**config.mk**
```make
export PLATFORM = sky130hd
export DESIGN_NAME = keypad_lock_fsm
export DESIGN_NICKNAME = d
export VERILOG_FILES = /design/src/rtl/keypad_pkg.sv /design/src/rtl/ms_tick_gen.sv /design/src/rtl/keypad_lock_fsm.sv
export SDC_FILE = /design/constraint.sdc
export NUM_CORES = 1
export LEC_CHECK = 0
export CORE_UTILIZATION = 50
export DETAILED_ROUTE_END_ITERATION = 10
export GPL_TIMING_DRIVEN = 0
export PLACE_DENSITY = 0.78
export SLEW_MARGIN = 40
export SYNTH_ARGS = -nofsm -noshare
export SYNTH_HDL_FRONTEND = slang
export SYNTH_HIERARCHICAL = 1
export SYNTH_SLANG_ARGS = --single-unit
```
**constraint.sdc**
```tcl
create_clock -name clk_i -period 2.8 [get_ports clk_i]
set_input_delay 0.56 -clock clk_i [delete_from_list [all_inputs] [get_ports clk_i]]
set_output_delay 0.56 -clock clk_i [all_outputs]
set_load 0.05 [all_outputs]
```
**src/rtl/keypad_pkg.sv**
```systemverilog
// Shared definitions for the keypad lock controller:
// key codes, controller states and the ms prescaler helper.
package keypad_pkg;

  localparam logic [3:0] KEY_CLR    = 4'hA;
  localparam logic [3:0] KEY_PROG   = 4'hB;
  localparam logic [3:0] KEY_STAR   = 4'hE;
  localparam logic [3:0] KEY_ENTER  = 4'hF;
  localparam logic [3:0] DIGIT_NONE = 4'hF;

  typedef enum logic [2:0] {
    IDLE,
    CHECK,
    UNLOCK,
    PROG_NEW,
    PROG_CONFIRM,
    LOCKOUT
  } state_e;

  // Clock cycles per 1 ms tick, never below one.
  function automatic int unsigned ms_ticks(
    input int unsigned freq_hz
  );
    int unsigned n;
    n = freq_hz / 1000;
    return (n > 0) ? n : 1;
  endfunction

endpackage

```
**src/rtl/ms_tick_gen.sv**
```systemverilog
// Free-running 1 ms tick: one-cycle tick_o every CLK_FREQ_HZ/1000 cycles.
// Ports: clk_i, rst_ni (async active-low), tick_o.
module ms_tick_gen
  import keypad_pkg::*;
#(
  parameter int unsigned CLK_FREQ_HZ = 50_000_000
) (
  input  logic clk_i,
  input  logic rst_ni,
  output logic tick_o
);

  localparam int unsigned DIV = ms_ticks(CLK_FREQ_HZ);
  localparam int unsigned CW  = (DIV > 1) ? $clog2(DIV) : 1;
  localparam logic [CW-1:0] LAST = CW'(DIV - 1);

  logic [CW-1:0] cnt_q, cnt_d;

  assign tick_o = (cnt_q == LAST);

  always_comb begin
    cnt_d = tick_o ? '0 : cnt_q + CW'(1);
  end

  always_ff @(posedge clk_i or negedge rst_ni) begin
    if (!rst_ni) cnt_q <= '0;
    else         cnt_q <= cnt_d;
  end

endmodule

```
**src/rtl/keypad_lock_fsm.sv**
```systemverilog
// Keypad lock controller: PIN entry, retry lockout, timed unlock, reprogramming.
// Ports: clk_i, rst_ni, key_valid_i, key_code_i[3:0] in; status flags and counters out.
module keypad_lock_fsm
  import keypad_pkg::*;
#(
  parameter int unsigned CLK_FREQ_HZ = 50_000_000,
  parameter int unsigned PIN_LEN     = 5,
  parameter int unsigned MAX_TRIES   = 3,
  parameter int unsigned UNLOCK_MS   = 5000,
  parameter int unsigned LOCKOUT_MS  = 30000,
  parameter logic [31:0] DEFAULT_PIN = 32'h0001_2341
) (
  input  logic       clk_i,
  input  logic       rst_ni,
  input  logic       key_valid_i,
  input  logic [3:0] key_code_i,
  output logic       unlocked_o,
  output logic       fail_o,
  output logic       locked_out_o,
  output logic       prog_mode_o,
  output logic       prog_err_o,
  output logic [3:0] digit_cnt_o,
  output logic [3:0] last_digit_o,
  output logic [3:0] tries_left_o
);

  localparam int unsigned PW = 4 * PIN_LEN;
  localparam logic [PW-1:0] PIN_RST = DEFAULT_PIN[PW-1:0];
  localparam logic [3:0]  LEN       = 4'(PIN_LEN);
  localparam logic [3:0]  TRIES_MAX = 4'(MAX_TRIES);
  localparam logic [31:0] UNL_LAST  = 32'(UNLOCK_MS - 1);
  localparam logic [31:0] LCK_LAST  = 32'(LOCKOUT_MS - 1);

  state_e        state_q, state_d;
  logic [PW-1:0] pin_q, pin_d;
  logic [PW-1:0] cand_q, cand_d;
  logic [PW-1:0] buf_q, buf_d;
  logic [3:0]    cnt_q, cnt_d;
  logic          ovf_q, ovf_d;
  logic [3:0]    last_q, last_d;
  logic [3:0]    tries_q, tries_d;
  logic          fail_q, fail_d;
  logic          perr_q, perr_d;
  logic [31:0]   ms_q, ms_d;

  logic tick;
  logic is_digit, is_clr, is_prog, is_enter;
  logic accepted, entry_full, unl_end, lck_end;

  ms_tick_gen #(
    .CLK_FREQ_HZ(CLK_FREQ_HZ)
  ) u_tick (
    .clk_i (clk_i),
    .rst_ni(rst_ni),
    .tick_o(tick)
  );

  assign is_digit   = key_code_i <= 4'd9;
  assign is_clr     = key_code_i == KEY_CLR;
  assign is_prog    = key_code_i == KEY_PROG;
  assign is_enter   = key_code_i == KEY_ENTER;
  assign accepted   = key_valid_i &&
                      !(key_code_i inside {KEY_STAR, 4'hC, 4'hD});
  assign entry_full = (cnt_q == LEN) && !ovf_q;
  assign unl_end    = tick && (ms_q == UNL_LAST);
  assign lck_end    = tick && (ms_q == LCK_LAST);

  always_comb begin
    state_d = state_q;
    pin_d   = pin_q;
    cand_d  = cand_q;
    buf_d   = buf_q;
    cnt_d   = cnt_q;
    ovf_d   = ovf_q;
    last_d  = last_q;
    tries_d = tries_q;
    fail_d  = fail_q;
    perr_d  = 1'b0;
    ms_d    = ms_q;

    unique case (state_q)
      IDLE, PROG_NEW, PROG_CONFIRM: begin
        if (accepted) fail_d = 1'b0;
        if (key_valid_i) begin
          unique case (1'b1)
            is_digit: begin
              last_d = key_code_i;
              if (cnt_q < LEN) begin
                for (int i = 0; i < PIN_LEN; i++) begin
                  if (cnt_q == 4'(i))
                    buf_d[4*(PIN_LEN-1-i) +: 4] = key_code_i;
                end
                cnt_d = cnt_q + 4'd1;
              end else begin
                ovf_d = 1'b1;
              end
            end
            is_clr: begin
              buf_d  = '0;
              cnt_d  = '0;
              ovf_d  = 1'b0;
              last_d = DIGIT_NONE;
              state_d = IDLE;
            end
            is_enter: begin
              if (state_q == IDLE) begin
                // Buffer is kept so CHECK sees the registered entry.
                state_d = CHECK;
              end else begin
                buf_d   = '0;
                cnt_d   = '0;
                ovf_d   = 1'b0;
                state_d = IDLE;
                if (state_q == PROG_NEW && entry_full) begin
                  cand_d  = buf_q;
                  state_d = PROG_CONFIRM;
                end else if (state_q == PROG_CONFIRM && entry_full &&
                             buf_q == cand_q) begin
                  pin_d = buf_q;
                end else begin
                  perr_d = 1'b1;
                end
              end
            end
            default: ;
          endcase
        end
      end
      CHECK: begin
        buf_d = '0;
        cnt_d = '0;
        ovf_d = 1'b0;
        if (entry_full && buf_q == pin_q) begin
          tries_d = TRIES_MAX;
          state_d = UNLOCK;
        end else begin
          tries_d = tries_q - 4'd1;
          fail_d  = 1'b1;
          state_d = (tries_q == 4'd1) ? LOCKOUT : IDLE;
        end
      end
      UNLOCK: begin
        if (unl_end) begin
          state_d = IDLE;
        end else if (key_valid_i && is_prog) begin
          state_d = PROG_NEW;
        end else if (key_valid_i && is_clr) begin
          state_d = IDLE;
        end
      end
      LOCKOUT: begin
        if (lck_end) begin
          tries_d = TRIES_MAX;
          fail_d  = 1'b0;
          state_d = IDLE;
        end
      end
      default: state_d = IDLE;
    endcase

    // Window counter restarts on every state entry.
    if (state_d != state_q)
      ms_d = '0;
    else if (tick && (state_q inside {UNLOCK, LOCKOUT}))
      ms_d = ms_q + 32'd1;
  end

  always_ff @(posedge clk_i or negedge rst_ni) begin
    if (!rst_ni) begin
      state_q <= IDLE;
      pin_q   <= PIN_RST;
      cand_q  <= '0;
      buf_q   <= '0;
      cnt_q   <= '0;
      ovf_q   <= 1'b0;
      last_q  <= DIGIT_NONE;
      tries_q <= TRIES_MAX;
      fail_q  <= 1'b0;
      perr_q  <= 1'b0;
      ms_q    <= '0;
    end else begin
      state_q <= state_d;
      pin_q   <= pin_d;
      cand_q  <= cand_d;
      buf_q   <= buf_d;
      cnt_q   <= cnt_d;
      ovf_q   <= ovf_d;
      last_q  <= last_d;
      tries_q <= tries_d;
      fail_q  <= fail_d;
      perr_q  <= perr_d;
      ms_q    <= ms_d;
    end
  end

  assign unlocked_o   = state_q inside {UNLOCK, PROG_NEW, PROG_CONFIRM};
  assign locked_out_o = state_q == LOCKOUT;
  assign prog_mode_o  = state_q inside {PROG_NEW, PROG_CONFIRM};
  assign fail_o       = fail_q;
  assign prog_err_o   = perr_q;
  assign digit_cnt_o  = cnt_q;
  assign last_digit_o = last_q;
  assign tries_left_o = tries_q;

endmodule

```
=== After elaboration in Yosys (flattened, before gate mapping) ===
Index checks and enable logic that the tools add are counted.

* Input bits: 7
* Logic and storage cells: 145
* Memories kept: 0
* Register bits: 126
* Bits in writable memories: 0
* Bits in read-only memories: 0
* Bits in latches: 0
* Output and inout bits: 17

* Magnitude comparators: 2
* Multiply operators: 0
* $add $sub $neg: 4
* Multiplexer cells: 48
* Bitwise operators: 2
* Reduce and logical (&&, ||, !) cells: 37
* Equality and inequality tests: 36
* Div/mod/pow operators: 0
* Shift operators: 0

{| class="wikitable"
|+ Operator list
! operator !! count
|-
| $mux 32 || 2
|-
| $mux 20 || 3
|-
| $pmux 20 s3 || 1
|-
| $eq 20x20->1 || 2
|-
| $mux 4 || 10
|-
| $pmux 20 s2 || 1
|-
| $reduce_and 6->1 || 6
|-
| $add 32x1->32 const B || 1
|-
| $eq 32x13->1 const B || 1
|-
| $eq 32x15->1 const B || 1
|-
| $mux 3 || 9
|-
| $eq 4x4->1 const B || 6
|-
| $ne 3x3->1 const B || 8
|-
| $pmux 4 s2 || 3
|-
| $add 16x1->16 const B || 1
|-
| $eq 16x16->1 const B || 1
|-
| $mux 16 || 1
|-
| $reduce_and 5->1 || 3
|-
| $mux 1 || 12
|-
| $pmux 3 s4 || 1
|-
| $pmux 4 s3 || 1
|-
| $reduce_bool 2->1 || 6
|-
| $logic_and 1x1->1 || 11
|-
| $reduce_bool 3->1 || 3
|-
| other kinds (25) || 35
|}

=== Logic depth before layout (Yosys ltp) ===
* Word-level depth: 10
* Depth in mapped cells: 12
* Mapped depth without buffers: 9

=== Hierarchy ===
The synthesis kept the hierarchy.

{| class="wikitable"
|+ By module, submodules not included
! module !! sequential area each (sq um) !! cells an instance !! times used !! area each (sq um)
|-
| keypad_lock_fsm || 2767.7 || 584 || 1 || 5974.5
|-
| ms_tick_gen || 400.4 || 68 || 1 || 750.7
|}

=== Worst setup path after synthesis ===
Ideal clock, no wire load.

* Path kind: reg2reg
* From: reg u_tick.cnt_q[0]
* To: reg ms_q[10]
* Buffers on the path: 2
* Clock period less this slack: 2802 ps
* Setup slack: -2 ps
* Cell stages (with the launch flop): 12
* Data required time: 2675 ps
* Arrival time: 2677 ps
* Setup time: 125 ps
* Cells stage by stage: dfrtp_1 > ha_1 > and3_1 > and4_1 > buf_2 > nor4b_1 > and4_1 > a31oi_1 > or2_1 > a2111oi_4 > buf_6 > nor3_1

* Cells in the longest elaborated chain, start to end: 6
* Elaborated cells on any way between the ends: 10
* Classes of those cells: eq/ne (2); mux (4); reduce/logical (4)

{| class="wikitable"
|+ Ends and longest elaborated chain
! what !! line !! RTL
|-
| from (decl) || ms_tick_gen.sv:17 || <nowiki>logic [CW-1:0] cnt_q, cnt_d;</nowiki>
|-
| from (signal assigned) || ms_tick_gen.sv:27 || <nowiki>else cnt_q <= cnt_d;</nowiki>
|-
| $eq 16x16->1 * || ms_tick_gen.sv:19 || <nowiki>assign tick_o = (cnt_q == LAST);</nowiki>
|-
| named net tick || keypad_lock_fsm.sv:46 || <nowiki>logic tick;</nowiki>
|-
| $logic_and 1x1->1 (on tied branches) || keypad_lock_fsm.sv:66, keypad_lock_fsm.sv:65 ||
|-
| $mux 3 (on tied branches) || keypad_lock_fsm.sv:152, keypad_lock_fsm.sv:143 ||
|-
| $pmux 3 s4 || keypad_lock_fsm.sv:81 || <nowiki>unique case (state_q)</nowiki>
|-
| $ne 3x3->1 || keypad_lock_fsm.sv:162 || <nowiki>if (state_d != state_q)</nowiki>
|-
| $mux 32 or $reduce_bool 2->1 (tied branches) || n/a ||
|-
| to (signal assigned) || keypad_lock_fsm.sv:192 || <nowiki>ms_q <= ms_d;</nowiki>
|-
| to (decl) || keypad_lock_fsm.sv:44 || <nowiki>logic [31:0] ms_q, ms_d;</nowiki>
|}

The timed path passes the listed nets; every way through them passes the cells marked *.
A chain may end at the register's enable or synchronous reset.

=== Worst setup path after layout ===
* From: reg u_tick.cnt_q[7]
* To: reg ms_q[8]

Same word-level chain as after synthesis.

==> impl_table.tex <==
\begin{tabular}{lr}
\hline
Metric & Value \\
\hline
\multicolumn{2}{l}{\textbf{Floorplanning}} \\
\quad Core area & 13200 um2 \\
\quad Initial core utilization & 0.510 \\
\quad Die area & 13900 um2 \\
\quad Count of boundary I/O pins & 24 \\
\quad Chip height & 118 um \\
\quad Count of standard-cell rows & 42 \\
\quad Die span in x & 118 um \\
\multicolumn{2}{l}{\textbf{Yosys}} \\
\quad Post-synthesis instance area & 6730 um2 \\
\quad Mean instance size in the synthesized netlist & 10.3 um2 \\
\quad Yosys reg bits & 126 \\
\quad Most area-consuming cells after synthesis & sky130\_fd\_sc\_hd\_\_dfrtp\_1 (42\%), sky130\_fd\_sc\_hd\_\_mux2\_2 (11\%), sky130\_fd\_sc\_hd\_\_xor2\_1 (6.3\%) \\
\quad Cell accounting for the most synthesized area & sky130\_fd\_sc\_hd\_\_dfrtp\_1 \\
\quad Number of instances in the synthesized netlist & 652 \\
\quad Cell variety after synth & 56 \\
\quad Number of nets produced by synthesis & 668 \\
\quad Commonest cells in the netlist & sky130\_fd\_sc\_hd\_\_dfrtp\_1 (114), sky130\_fd\_sc\_hd\_\_nand2\_1 (67), sky130\_fd\_sc\_hd\_\_mux2\_2 (63) \\
\quad Yosys Warn Count & 6 \\
\quad Proportion of synthesized flip-flops having asynchronous set or reset & 1.00 \\
\quad Count of flip-flops with a built-in enable after synthesis & 0 \\
\quad Dominant synthesized flop cell & sky130\_fd\_sc\_hd\_\_dfrtp\_1 \\
\quad Fraction of post-synthesis cell area in the top cell type by area & 0.424 \\
\quad Most frequently used cell type in the post-synthesis netlist & sky130\_fd\_sc\_hd\_\_dfrtp\_1 \\
\quad Sequential cell area fraction in the yosys report & 0.471 \\
\multicolumn{2}{l}{\textbf{Placed design}} \\
\quad Detailed Place HPWL & 10100 um \\
\quad Total of buffers placed on input and output ports & 22 \\
\quad Routability cong. & 0.875 \\
\quad Worst setup timing slack at the placement stage & -0.519 ns \\
\multicolumn{2}{l}{\textbf{Drt}} \\
\quad Number of DRC markers in iteration 0 & 403 \\
\quad Remaining design rule violation count & 0 \\
\quad Antenna violation net count after detailed routing & 0 \\
\quad Count of vias placed by the detailed router & 5237 \\
\quad Drt pass-1 iters & 5 \\
\quad Vias per Instance & 5.84 \\
\quad Final WL & 16000 um \\
\quad Average wire per cell in the routed design & 17.9 um \\
\multicolumn{2}{l}{\textbf{Worst setup path}} \\
\quad Critical-path maximum fanout & 10 \\
\quad Cell-by-cell trace of the critical path & nor4b\_4 > and4\_1 > buf\_6 > nor4b\_4 > and4\_4 > a31oi\_4 > or2\_4 > a2111oi\_4 > buf\_4 > buf\_6 > nor3\_1 \\
\quad Type of the worst setup path & flip-flop to flip-flop \\
\quad Max stage delay on crit path & 0.44 ns \\
\quad CP max-delay cell & sky130\_fd\_sc\_hd\_\_dfrtp\_1 \\
\quad Startpoint kind of the worst setup timing path & flip-flop \\
\quad Crit path capture type & flip-flop \\
\quad Data required, critical path & 3.11 ns \\
\quad Arrival time at the worst endpoint & 3.21 ns \\
\multicolumn{2}{l}{\textbf{Finish}} \\
\quad Diodes inserted & 0 \\
\quad Final \#Nets & 724 \\
\quad Fill count & 1002 \\
\quad Synth-to-layout area growth & 21.2\% \\
\quad Ratio of cells with drive above 1 in the final layout & 0.247 \\
\multicolumn{2}{l}{\textbf{Timing}} \\
\quad Total of endpoints with negative setup slack in the final report & 32 \\
\quad Final-report max-slew violation count & 0 \\
\quad Final hold vios & 0 \\
\quad RSZ-0062 raised after global routing & true \\
\quad Final Critical Period & 2.91 ns \\
\quad Slew at the pin with the worst max-slew slack & 0.720 ns \\
\quad Slew headroom & 0.520 \\
\quad Fmax achieved & 344 MHz \\
\quad Fin crit share & 1.04 \\
\quad Final total negative setup slack & -2.84 ns \\
\quad Setup slack of the critical path after layout & -0.106 ns \\
\quad Clock tree skew after final layout & 0.00648 ns \\
\multicolumn{2}{l}{\textbf{Run status}} \\
\quad Violated checks & negative setup slack \\
\quad Status & finished with violations \\
\multicolumn{2}{l}{\textbf{CTS}} \\
\quad Clock insertion delay at the later pin of the skew report & 0.42 ns \\
\quad Number of clock sinks & 126 \\
\quad CTS Hold Bufs & 0 \\
\quad Deepest clock path buffer count & 2 \\
\quad TritonCTS clock tree & yes \\
\quad Clock-pin transition on the worst setup and hold timing paths & 0.06 ns \\
\quad Number of H-tree branching levels & 4 \\
\quad Master cell of the clock root buffer & sky130\_fd\_sc\_hd\_\_clkbuf\_16 \\
\quad Total CTS buffers & 17 \\
\multicolumn{2}{l}{\textbf{GRT}} \\
\quad Pin count of the biggest net entering global routing & 65 \\
\quad Vias in the first global route & 5273 \\
\quad Wire length of the first global-routing pass & 25800 um \\
\quad Final global-route overflow total & 0 \\
\quad Initial antenna violation count & 0 \\
\quad Global Route Usage Sum & 0.236 \\
\multicolumn{2}{l}{\textbf{Power and ir drop}} \\
\quad LEAKAGE & 3.63 nW \\
\quad IR drop worst, VDD & 0.636 mV \\
\quad Power density cells & 752 nW/um2 \\
\multicolumn{2}{l}{\textbf{Min path}} \\
\quad Type of the worst min-delay path & primary input to async pin \\
\multicolumn{2}{l}{\textbf{Run}} \\
\quad Number of max-capacitance violations reported & 0 \\
\hline
\end{tabular}
## routing by layer
metal  global-route usage  wire length, um  vias to the layer above
li1                     -                -                     2421
met1                0.293             6810                     2617
met2                0.389             8130                      158
met3               0.0552              658                       41
met4                0.114              446                        0
met5                    0                0                        -
## critical path, delay by kind of cell (launching register included)
family	cells	cell delay (ns)
AND/OR/NAND/NOR	6	1.43
flip-flops	1	0.44
buffers and inverters	3	0.47
AO/OA/AOI/OAI	2	0.44
## registers in the layout, summed over array words and instances (netlist names)
register      cells
buf_q            20
cand_q           20
digit_cnt_o       4
fail_o            1
last_digit_o      4
ms_q             32
ovf_q             1
pin_q            20
prog_err_o        1
state_q           3
tries_left_o      4
u_tick/cnt_q     16
## power by group
| group | internal (mW) | switching (mW) |
|---|---|---|
| combinational | 0.600 | 0.823 |
| clock | 1.43 | 0.900 |
| sequential | 2.06 | 0.313 |
## per-stage QoR
stage	hold slack (ns)	std cells	utilization	area, um2	power (mW)
after floorplan	0.264	652	-	6730	3.34
after global placement	0.468	850	0.543	7170	3.73
after detailed placement	0.474	851	0.546	7200	3.80
after CTS	0.0882	890	0.602	7940	6.14
after global routing	0.111	897	0.618	8150	6.38
final	0.0798	897	0.618	8150	6.13
## kinds of logic after synthesis
logic type,count (synthesis),synth area share
DFF,126,0.471
xor gates and xnor gates,83,0.108
buffers and inverters,46,0.0303
and+or+nand+nor,262,0.206
adders and majority gates,9,0.0167
AOI/OAI and AO/OA,61,0.0590
muxes,65,0.108
## layout by cell type (no fill, tap or decap), types with 4 or more instances in the layout
cell type,Yosys,layout
sky130_fd_sc_hd__clkdlybuf4s50_1,0,18
sky130_fd_sc_hd__a21o_1,4,4
sky130_fd_sc_hd__nor4_1,18,17
sky130_fd_sc_hd__nor3_2,0,4
sky130_fd_sc_hd__nand4_1,15,15
sky130_fd_sc_hd__buf_4,0,15
sky130_fd_sc_hd__nand2_1,67,67
sky130_fd_sc_hd__nor3_4,0,4
sky130_fd_sc_hd__xor2_1,48,48
sky130_fd_sc_hd__nand3b_1,4,4
sky130_fd_sc_hd__a21oi_1,14,14
sky130_fd_sc_hd__nor3_1,46,38
sky130_fd_sc_hd__o21ai_0,20,19
sky130_fd_sc_hd__dfrtp_1,114,112
sky130_fd_sc_hd__nand3_1,24,24
sky130_fd_sc_hd__inv_1,19,19
sky130_fd_sc_hd__inv_6,0,4
sky130_fd_sc_hd__xnor2_1,35,35
sky130_fd_sc_hd__ha_1,9,8
sky130_fd_sc_hd__buf_2,7,6
sky130_fd_sc_hd__clkbuf_16,0,17
sky130_fd_sc_hd__nor2_1,34,34
sky130_fd_sc_hd__mux2_2,63,63
sky130_fd_sc_hd__nand2b_1,5,5
sky130_fd_sc_hd__and4_1,6,5
sky130_fd_sc_hd__dfstp_2,12,12
sky130_fd_sc_hd__or4_1,5,5
sky130_fd_sc_hd__clkbuf_1,15,6
sky130_fd_sc_hd__and2_1,6,7
sky130_fd_sc_hd__clkinv_4,0,4
sky130_fd_sc_hd__buf_8,0,4
## final timing paths
| path | startpoint | endpoint | slack, ns | cells after the start |
|---|---|---|---|---|
| worst min-delay path | rst_ni | ms_q[12] | 0.08 | 1 |
| worst max register to register | u_tick/cnt_q[7] | ms_q[8] | -0.11 | 11 |
| worst min register to register | last_digit_o[2] | last_digit_o[2] | 0.48 | 2 |
| worst max-delay path | u_tick/cnt_q[7] | ms_q[8] | -0.11 | 11 |
| max in group asynchronous | rst_ni | pin_q[16] | 1.99 | 2 |
| min in group clk_i | last_digit_o[2] | last_digit_o[2] | 0.48 | 2 |
## repair_timing
item,CTS,global route
gates cloned,0,1
pin swaps,4,11
setup buffers,9,7
setup endpoints to repair,40,58
resized for setup,18,48
## cell type report
class / instances / area (um2) / area share
buffer: 24 / 139 / 0.0170
inverter: 19 / 71.3 / 0.00875
multi-input combinational: 480 / 3530 / 0.433
clock inverter: 15 / 201 / 0.0247
clock buffer: 17 / 425 / 0.0522
sequential: 126 / 3170 / 0.389
tap: 176 / 220 / 0.0270
timing repair buffer: 40 / 395 / 0.0485
(Power assumes the default switching activity.)
